**src/rtl/fibonacci_index.sv**
```systemverilog
// ============================================================================
// Module   : fibonacci_index
// Brief    : Decodes a value to the smallest n with F(n) == value, or flags it
//            as not a Fibonacci number within 0..2^N_W-1.
// Revision : 1.0
// ============================================================================
`default_nettype none

module fibonacci_index #(
    parameter int N_W = 3,
    parameter int R_W = 5
) (
    input  logic           clk,
    input  logic           rst,
    input  logic           start,
    input  logic [R_W-1:0] value,
    output logic [N_W-1:0] n,
    output logic           found,
    output logic           busy,
    output logic           done
);

    localparam logic [N_W-1:0] c_IDX_MAX = '1;

    typedef enum logic [2:0] {
        S_IDLE = 3'd0,
        S_INIT = 3'd1,
        S_CMP  = 3'd2,
        S_STEP = 3'd3,
        S_DONE = 3'd4
    } state_t;

    state_t         r_state;
    logic [R_W-1:0] r_value;
    logic [R_W:0]   r_a;
    logic [R_W:0]   r_b;
    logic [N_W-1:0] r_idx;

    logic w_eq;
    logic w_gt;
    logic w_last;

    // One extra bit on a/b keeps a+b from wrapping before the compare sees it
    assign w_eq   = (r_a == {1'b0, r_value});
    assign w_gt   = (r_a >  {1'b0, r_value});
    assign w_last = (r_idx == c_IDX_MAX);

    // Datapath: value capture and the (a, b, idx) walk along the sequence
    always_ff @(posedge clk) begin
        if (!rst) begin
            r_value <= '0;
            r_a     <= '0;
            r_b     <= '0;
            r_idx   <= '0;
        end else begin
            if (r_state == S_IDLE && start) begin
                r_value <= value;
            end
            if (r_state == S_INIT) begin
                r_a   <= '0;
                r_b   <= {{R_W{1'b0}}, 1'b1};
                r_idx <= '0;
            end
            if (r_state == S_STEP) begin
                r_a   <= r_b;
                r_b   <= r_a + r_b;
                r_idx <= r_idx + 1'b1;
            end
        end
    end

    // Controller with registered result and handshake outputs
    always_ff @(posedge clk) begin
        if (!rst) begin
            r_state <= S_IDLE;
            n       <= '0;
            found   <= 1'b0;
            busy    <= 1'b0;
            done    <= 1'b0;
        end else begin
            case (r_state)
                S_IDLE: begin
                    done <= 1'b0;
                    if (start) begin
                        r_state <= S_INIT;
                        busy    <= 1'b1;
                        n       <= '0;
                        found   <= 1'b0;
                    end
                end
                S_INIT: begin
                    r_state <= S_CMP;
                end
                S_CMP: begin
                    if (w_eq) begin
                        found   <= 1'b1;
                        n       <= r_idx;
                        done    <= 1'b1;
                        r_state <= S_DONE;
                    end else if (w_gt || w_last) begin
                        found   <= 1'b0;
                        n       <= '0;
                        done    <= 1'b1;
                        r_state <= S_DONE;
                    end else begin
                        r_state <= S_STEP;
                    end
                end
                S_STEP: begin
                    r_state <= S_CMP;
                end
                S_DONE: begin
                    done    <= 1'b0;
                    busy    <= 1'b0;
                    r_state <= S_IDLE;
                end
                default: begin
                    r_state <= S_IDLE;
                    busy    <= 1'b0;
                    done    <= 1'b0;
                end
            endcase
        end
    end

endmodule

`default_nettype wire

```
**config.mk**
```make
export PLATFORM = sky130hd
export DESIGN_NAME = fibonacci_index
export DESIGN_NICKNAME = d
export VERILOG_FILES = /design/src/rtl/fibonacci_index.sv
export SDC_FILE = /design/constraint.sdc
export NUM_CORES = 1
export LEC_CHECK = 0
export CORE_MARGIN = 2
export CORE_UTILIZATION = 55
export CTS_CLUSTER_SIZE = 12
export DETAILED_ROUTE_END_ITERATION = 8
export MAX_ROUTING_LAYER = met4
export PLACE_DENSITY_LB_ADDON = 0.08
export SLEW_MARGIN = 20
export SYNTH_ARGS = -nofsm -noshare
export SYNTH_HDL_FRONTEND = slang
export SYNTH_SLANG_ARGS = --single-unit
```
**constraint.sdc**
```tcl
create_clock -name clk -period 2.15 [get_ports clk]
set_input_delay 0.43 -clock clk [delete_from_list [all_inputs] [get_ports clk]]
set_output_delay 0.43 -clock clk [all_outputs]
set_load 0.01 [all_outputs]
```
==> results of run 1 <==
-- stage by stage --
stage	total power, mW	utilization (%)
final	1.06	65.1
after global routing	1.11	65.1
after CTS	1.07	65.1
after detailed placement	0.731	63.1
after global placement	0.726	63.1
after floorplan	0.676	-
-- how the worst min path moves through the flow --
stage | startpoint | endpoint | slack, ns | depth (start not counted)
floorplan | r_b[0] | r_b[0] | 0.46 | 2
detailed placement | done | done | 0.48 | 2
finish | done | done | 0.49 | 2
global placement | r_b[0] | r_b[0] | 0.47 | 2
CTS | done | done | 0.49 | 2
global route | r_b[3] | r_b[3] | 0.52 | 2
-- layout make-up --
cell class	instances	area [um^2]	area share, %
multi-input cells	130	903	51.2
clock buffers	7	55.1	3.12
well taps	31	38.8	2.20
inverters	7	26.3	1.49
repair buffers	17	160	9.08
flip-flops and latches	29	581	32.9
-- cell usage in the layout (no fill, tap or decap) --
master and n:
or3b_4 1, and2_1 2, clkbuf_4 5, o21a_1 1, fa_1 1, clkbuf_1 1, o2111a_1 1, nor3_1 2
nor2_1 5, and3_1 1, nor2b_1 8, a211oi_1 1, nor3_2 1, nor3b_1 3, nand4_1 1, nand2_1 18
nor4_4 1, a21boi_0 15, mux2i_1 5, ha_1 12, nand3_1 11, a21o_1 2, o31ai_1 2, buf_4 4
or3_1 1, or4b_2 1, clkbuf_8 1, xnor2_1 3, inv_1 7, clkdlybuf4s50_1 13, o21ai_0 11, a311oi_1 2
a21oi_2 3, dfxtp_1 29, a21oi_1 10, nand2b_1 5
-- power by group through the flow --
stage               registers (mW)  clock network [mW]  logic, mW
CTS                          0.566               0.346      0.154
global route                 0.568               0.373      0.170
detailed placement           0.579                   0      0.153
finish                       0.566               0.336      0.154
global placement             0.577                   0      0.150
floorplan                    0.576                   0     0.0999
-- cells by family after synthesis --
logic type | Yosys count | synth area share, %
adders and majority gates | 13 | 11.0
AOI/OAI and AO/OA | 48 | 20.6
DFF | 29 | 37.7
muxes | 5 | 3.25
and+or+nand+nor | 61 | 22.0
xor gates and xnor gates | 3 | 1.71
buffers and inverters | 14 | 3.66
-- metal layers --
| layer | track usage [%] | vias up | part of all wire (%) |
|---|---|---|---|
| li1 | - | 641 | - |
| met1 | 26.6 | 593 | 48 |
| met2 | 33.2 | 22 | 46 |
| met3 | 6.68 | 11 | 3.7 |
| met4 | 9.30 | 0 | 2.6 |
| met5 | - | - | 0 |
-- worst min-delay path, stage by stage, from the launching register on --
cell and delay (ns):
dfxtp_1 0.32, o21ai_0 0.06, a21boi_0 0.07
-- state kept, by name, summed over array words and instances (netlist names) --
| signal | count |
|---|---|
| r_value | 5 |
| done | 1 |
| r_idx | 3 |
| r_a | 6 |
| found | 1 |
| busy | 1 |
| r_b | 6 |
| r_state | 3 |
| n | 3 |
==> out/qor.yml, run 1 <==
critical_path:
  crit_start: "r_a[1]"
  critical_path.cell_chain: "ha_1 -> a211oi_1 -> or4b_2 -> a311oi_1 -> o21a_1"
  r2r_end: "r_b[5]"
  critPathBufInv: 0
  worstPathArrival_ns: 2.24
  cp_top_family: "simple AND/OR/NAND/NOR gates"
  slowest_delay_ns: 0.66
  path_depth: 5
  cp-end-kind: "flip-flop"
  endpoint: "r_b[5]"
  startpoint_type: "flip-flop"
  r2r_cells: 5
  required_ns: 2.42
  r2r_slack_ns: 0.18
  cp_max_fo: 4
  crit_type: "reg2reg"
  reg2reg_from: "r_a[1]"
  slowest_stage: "or4b_2"
job:
  drv_cap: 0
global_route:
  grt_pass1_vias: 1186
  grtUsageTotal_pct: 21.8
  grt-ovfl-total: 0
  grt_start_max_net_pins: 30
  grt_pass1_wl_mm: 5.22
  antenna_found_initial: 0
worst_hold_path:
  min_path_type: "reg2reg"
synth:
  yosys-top-cells-count: "dfxtp_1 (29), nand2_1 (18), a21boi_0 (15), ha_1 (12)"
  synthCells: 173
  netlist.area_leader.share_pct: 37.7
  synth_area_per_cell_um2: 8.90
  async_flop_share_pct: 0
  synth_area_mm2: 0.00154
  synth_cell_types: 33
  ys_top_cells_by_area: "dfxtp_1 (38%), ha_1 (9.7%), a21boi_0 (7.3%)"
  ys_seq_elements: 29
  ys_warn_count: 0
  syn-num-nets: 194
  yosysMostFrequentCell: "dfxtp_1"
  synth_flop_cell: "dfxtp_1"
  yosysSeqAreaShare_pct: 37.7
  synth-edff-count: 0
  yosysTopAreaCell: "dfxtp_1"
floorplan:
  boundaryPins: 14
  fp-row-count: 19
  dieArea_mm2: 0.00324
  core_area_mm2: 0.00271
  initial_core_util_pct: 56.8
  die_w_um: 56.9
  die_y_um: 56.9
power:
  ir_drop_mv: 0.527
  p_int_mw: 0.773
  seq_power_share_pct: 53.6
  swShare_pct: 26.8
  p_switching_mw: 0.283
  power.density_mw_per_mm2: 599
  power_frac_comb_pct: 14.6
  power_leakage_nw: 0.684
  power_frac_clock_pct: 31.8
placed_design:
  place_ws_ns: 0.214
  gp_congestion: 0.882
  dp_cells: 214
  placed_area_mm2: 0.00171
  hpwl_mm: 2.23
  portBuffers: 13
sta:
  whs_ns: 0.487
  relSlewSlack_pct: 57.9
  fin_crit_sh_pct: 91.6
  max_freq_mhz: 508
  rsz0062_at_grt: "no"
  drv_slew: 0
  worst_pin_slew_ns: 0.632
  hold_violations: 0
  setup-tns-final_ns: 0
  fin_crit_ns: 1.97
  setup_slack_ns: 0.180
  setup_viol: 0
  skew_ns: 0.00911
clocking:
  cts.hold.buffers_added: 0
  root_buffer: "clkbuf_4"
  clockBufferDepth: 2
  htreeDepth: 2
  cts_resized: 0
  worstSkewPairLatency_ns: 0.32
  numCtsBuffers: 5
  cts_post_setup_buffers_inserted: 0
  clock_sinks: 29
  path_clk_slew_ns: 0.09
  cts_tree: "done"
finish:
  drive_gt1_share_pct: 8.95
  antenna_cells: 0
  fin_area_mm2: 0.00176
  finalNonFillerCells: 221
  areaGrowthSynthToFinish_pct: 14.5
  fillers: 246
  fin_nets: 211
detailed_routing:
  post_drt_wl_per_cell_um: 14.5
  detail_route.vias_per_cell: 5.73
  vias: 1267
  routed_wl_mm: 3.21
  dr.pass1.iters: 4
  drtIter0Drc: 37
  drc_errors: 0
  ant_nets: 0
run_status:
  run_status: "completed"
Power figures use the tool's default switching activity.
==> run 2: changes to the inputs <==
--- a/config.mk
+++ b/config.mk
@@ -5,12 +5,15 @@
 export SDC_FILE = /design/constraint.sdc
 export NUM_CORES = 1
 export LEC_CHECK = 0
+export CELL_PAD_IN_SITES_DETAIL_PLACEMENT = 1
+export CELL_PAD_IN_SITES_GLOBAL_PLACEMENT = 2
 export CORE_MARGIN = 2
-export CORE_UTILIZATION = 55
+export CORE_UTILIZATION = 35
 export CTS_CLUSTER_SIZE = 12
 export DETAILED_ROUTE_END_ITERATION = 8
 export MAX_ROUTING_LAYER = met4
 export PLACE_DENSITY_LB_ADDON = 0.08
+export SKIP_CTS_REPAIR_TIMING = 1
 export SLEW_MARGIN = 20
 export SYNTH_ARGS = -nofsm -noshare
 export SYNTH_HDL_FRONTEND = slang
==> out/qor.yml, run 2 (synthesis results as in run 1) <==
global_route:
  antenna_found_initial: 0  # unchanged
  grt_pass1_vias: 1424  # +20%
  grt-ovfl-total: 0  # unchanged
  grt_start_max_net_pins: 20  # -33%
  grtUsageTotal_pct: 18.0  # -3.7 points
  grt_pass1_wl_mm: 6.78  # +30%
clocking:
  cts_tree: "done"
  htreeDepth: 2  # unchanged
  clockBufferDepth: 2  # unchanged
  clock_sinks: 29  # unchanged
  root_buffer: "clkbuf_8"
  numCtsBuffers: 5  # unchanged
  worstSkewPairLatency_ns: 0.28  # -0.04 ns
  path_clk_slew_ns: 0.06  # -0.03 ns
finish:
  fin_nets: 214  # +1.4%
  layout_common_cells: "dfxtp_1 (29), nand2_1 (18), a21boi_0 (15)"
  final_common_cell: "dfxtp_1"
  drive_gt1_share_pct: 9.79  # +0.85 points
  areaGrowthSynthToFinish_pct: 20.1
  finish.utilization_pct: 43.1  # -22 points
  antenna_cells: 0  # unchanged
  reg.largest.list: "r_a: 6 flops, r_b: 6 flops, r_value: 5 flops"
sta:
  relSlewSlack_pct: 58.8  # +0.88 points
  skew_ns: 0.00330  # -0.00581 ns
  max_freq_mhz: 512  # +0.92%
  setup-tns-final_ns: 0  # unchanged
  worst_pin_slew_ns: 0.618  # -0.0131 ns
  fin_crit_ns: 1.95  # -0.0179 ns
  fin_crit_sh_pct: 90.8  # -0.83 points
  rsz0062_at_grt: "no"
  drv_slew: 0  # unchanged
  setup_viol: 0  # unchanged
  hold_violations: 0  # unchanged
placed_design:
  portBuffers: 13  # unchanged
  gp_congestion: 0.746  # -15%
  hpwl_mm: 2.92  # +31%
floorplan:
  die_w_um: 70.3  # +24%
  initial_core_util_pct: 35.9  # -21 points
  core_area_mm2: 0.00429  # +58%
  die_y_um: 70.3  # +24%
  dieArea_mm2: 0.00495  # +53%
  fp-row-count: 24  # +5
  boundaryPins: 14  # unchanged
detailed_routing:
  detail_route.vias_per_cell: 5.24  # -8.5%
  drc_errors: 0  # unchanged
  vias: 1290  # +1.8%
  post_drt_wl_per_cell_um: 15.8  # +9.0%
  dr.pass1.iters: 4  # unchanged
  ant_nets: 0  # unchanged
  drtIter0Drc: 41  # +11%
  routed_wl_mm: 3.89  # +21%
critical_path:
  crit_type: "reg2reg"
  cp_top_family: "simple AND/OR/NAND/NOR gates"
  r2r_slack_ns: 0.20  # +0.02 ns
  required_ns: 2.38  # -0.04 ns
  cp_max_fo: 4  # unchanged
  cp-end-kind: "flip-flop"
  critical_path.cell_chain: "ha_1 -> o21ai_0 -> or4b_2 -> a311oi_1 -> o21a_1"
  worstPathArrival_ns: 2.18  # -0.06 ns
  critPathBufInv: 0  # unchanged
  slowest_delay_ns: 0.65  # about the same
  startpoint_type: "flip-flop"
  slowest_stage: "or4b_2"
job:
  drv_cap: 0  # unchanged
worst_hold_path:
  min_path_type: "reg2reg"
run_status:
  run_status: "completed"
power:
  ir_drop_mv: 0.270  # -49%
  power_mw: 1.17  # +11%
  power.density_mw_per_mm2: 632  # +5.6%
  power_leakage_nw: 0.711  # +4.1%
## run 2: layer usage
layer | GRT usage, % | vias up | wire, um
met5 | - | - | 0
met4 | 5.77 | 0 | 54
met3 | 4.76 | 7 | 110
met2 | 28.4 | 14 | 1860
met1 | 22.5 | 622 | 1870
li1 | - | 647 | -
## run 2: final timing paths
check / startpoint / to / cells past startpoint
worst max-delay path: r_a[2] / r_b[5] / 5
worst min-delay path: r_b[4] / r_b[4] / 2
worst max register to register: r_a[2] / r_b[5] / 5
worst min register to register: r_b[4] / r_b[4] / 2
## run 2: final cells by class
type / count / area, um^2
Clock buffer: 8 / 80.1
Fill cell: 515 / 2440
Inverter: 7 / 26.3
Multi-Input combinational cell: 130 / 903
Sequential cell: 29 / 581
Tap cell: 52 / 65.1
Timing Repair Buffer: 20 / 195
## run 2: stage by stage
| stage | instance area, um^2 | setup slack, ns | instances | hold WS, ns |
|---|---|---|---|---|
| floorplan | 1540 | 0.352 | 173 | 0.458 |
| global placement | 1770 | 0.286 | 238 | 0.468 |
| detailed placement | 1770 | 0.209 | 238 | 0.481 |
| CTS | 1850 | 0.192 | 246 | 0.489 |
| global route | 1850 | 0.128 | 246 | 0.523 |
| finish | 1850 | 0.198 | 246 | 0.485 |
## run 2: power breakdown
part | internal [mW] | switching, mW
sequential | 0.554 | 0.0137
combinational | 0.0775 | 0.0927
clock | 0.229 | 0.202
## run 2: worst register-to-register path, cell delays in order, from the launching register on
cell and delay [ns]:
dfxtp_1 0.34, ha_1 0.36, o21ai_0 0.12, or4b_2 0.65, a311oi_1 0.28, o21a_1 0.16
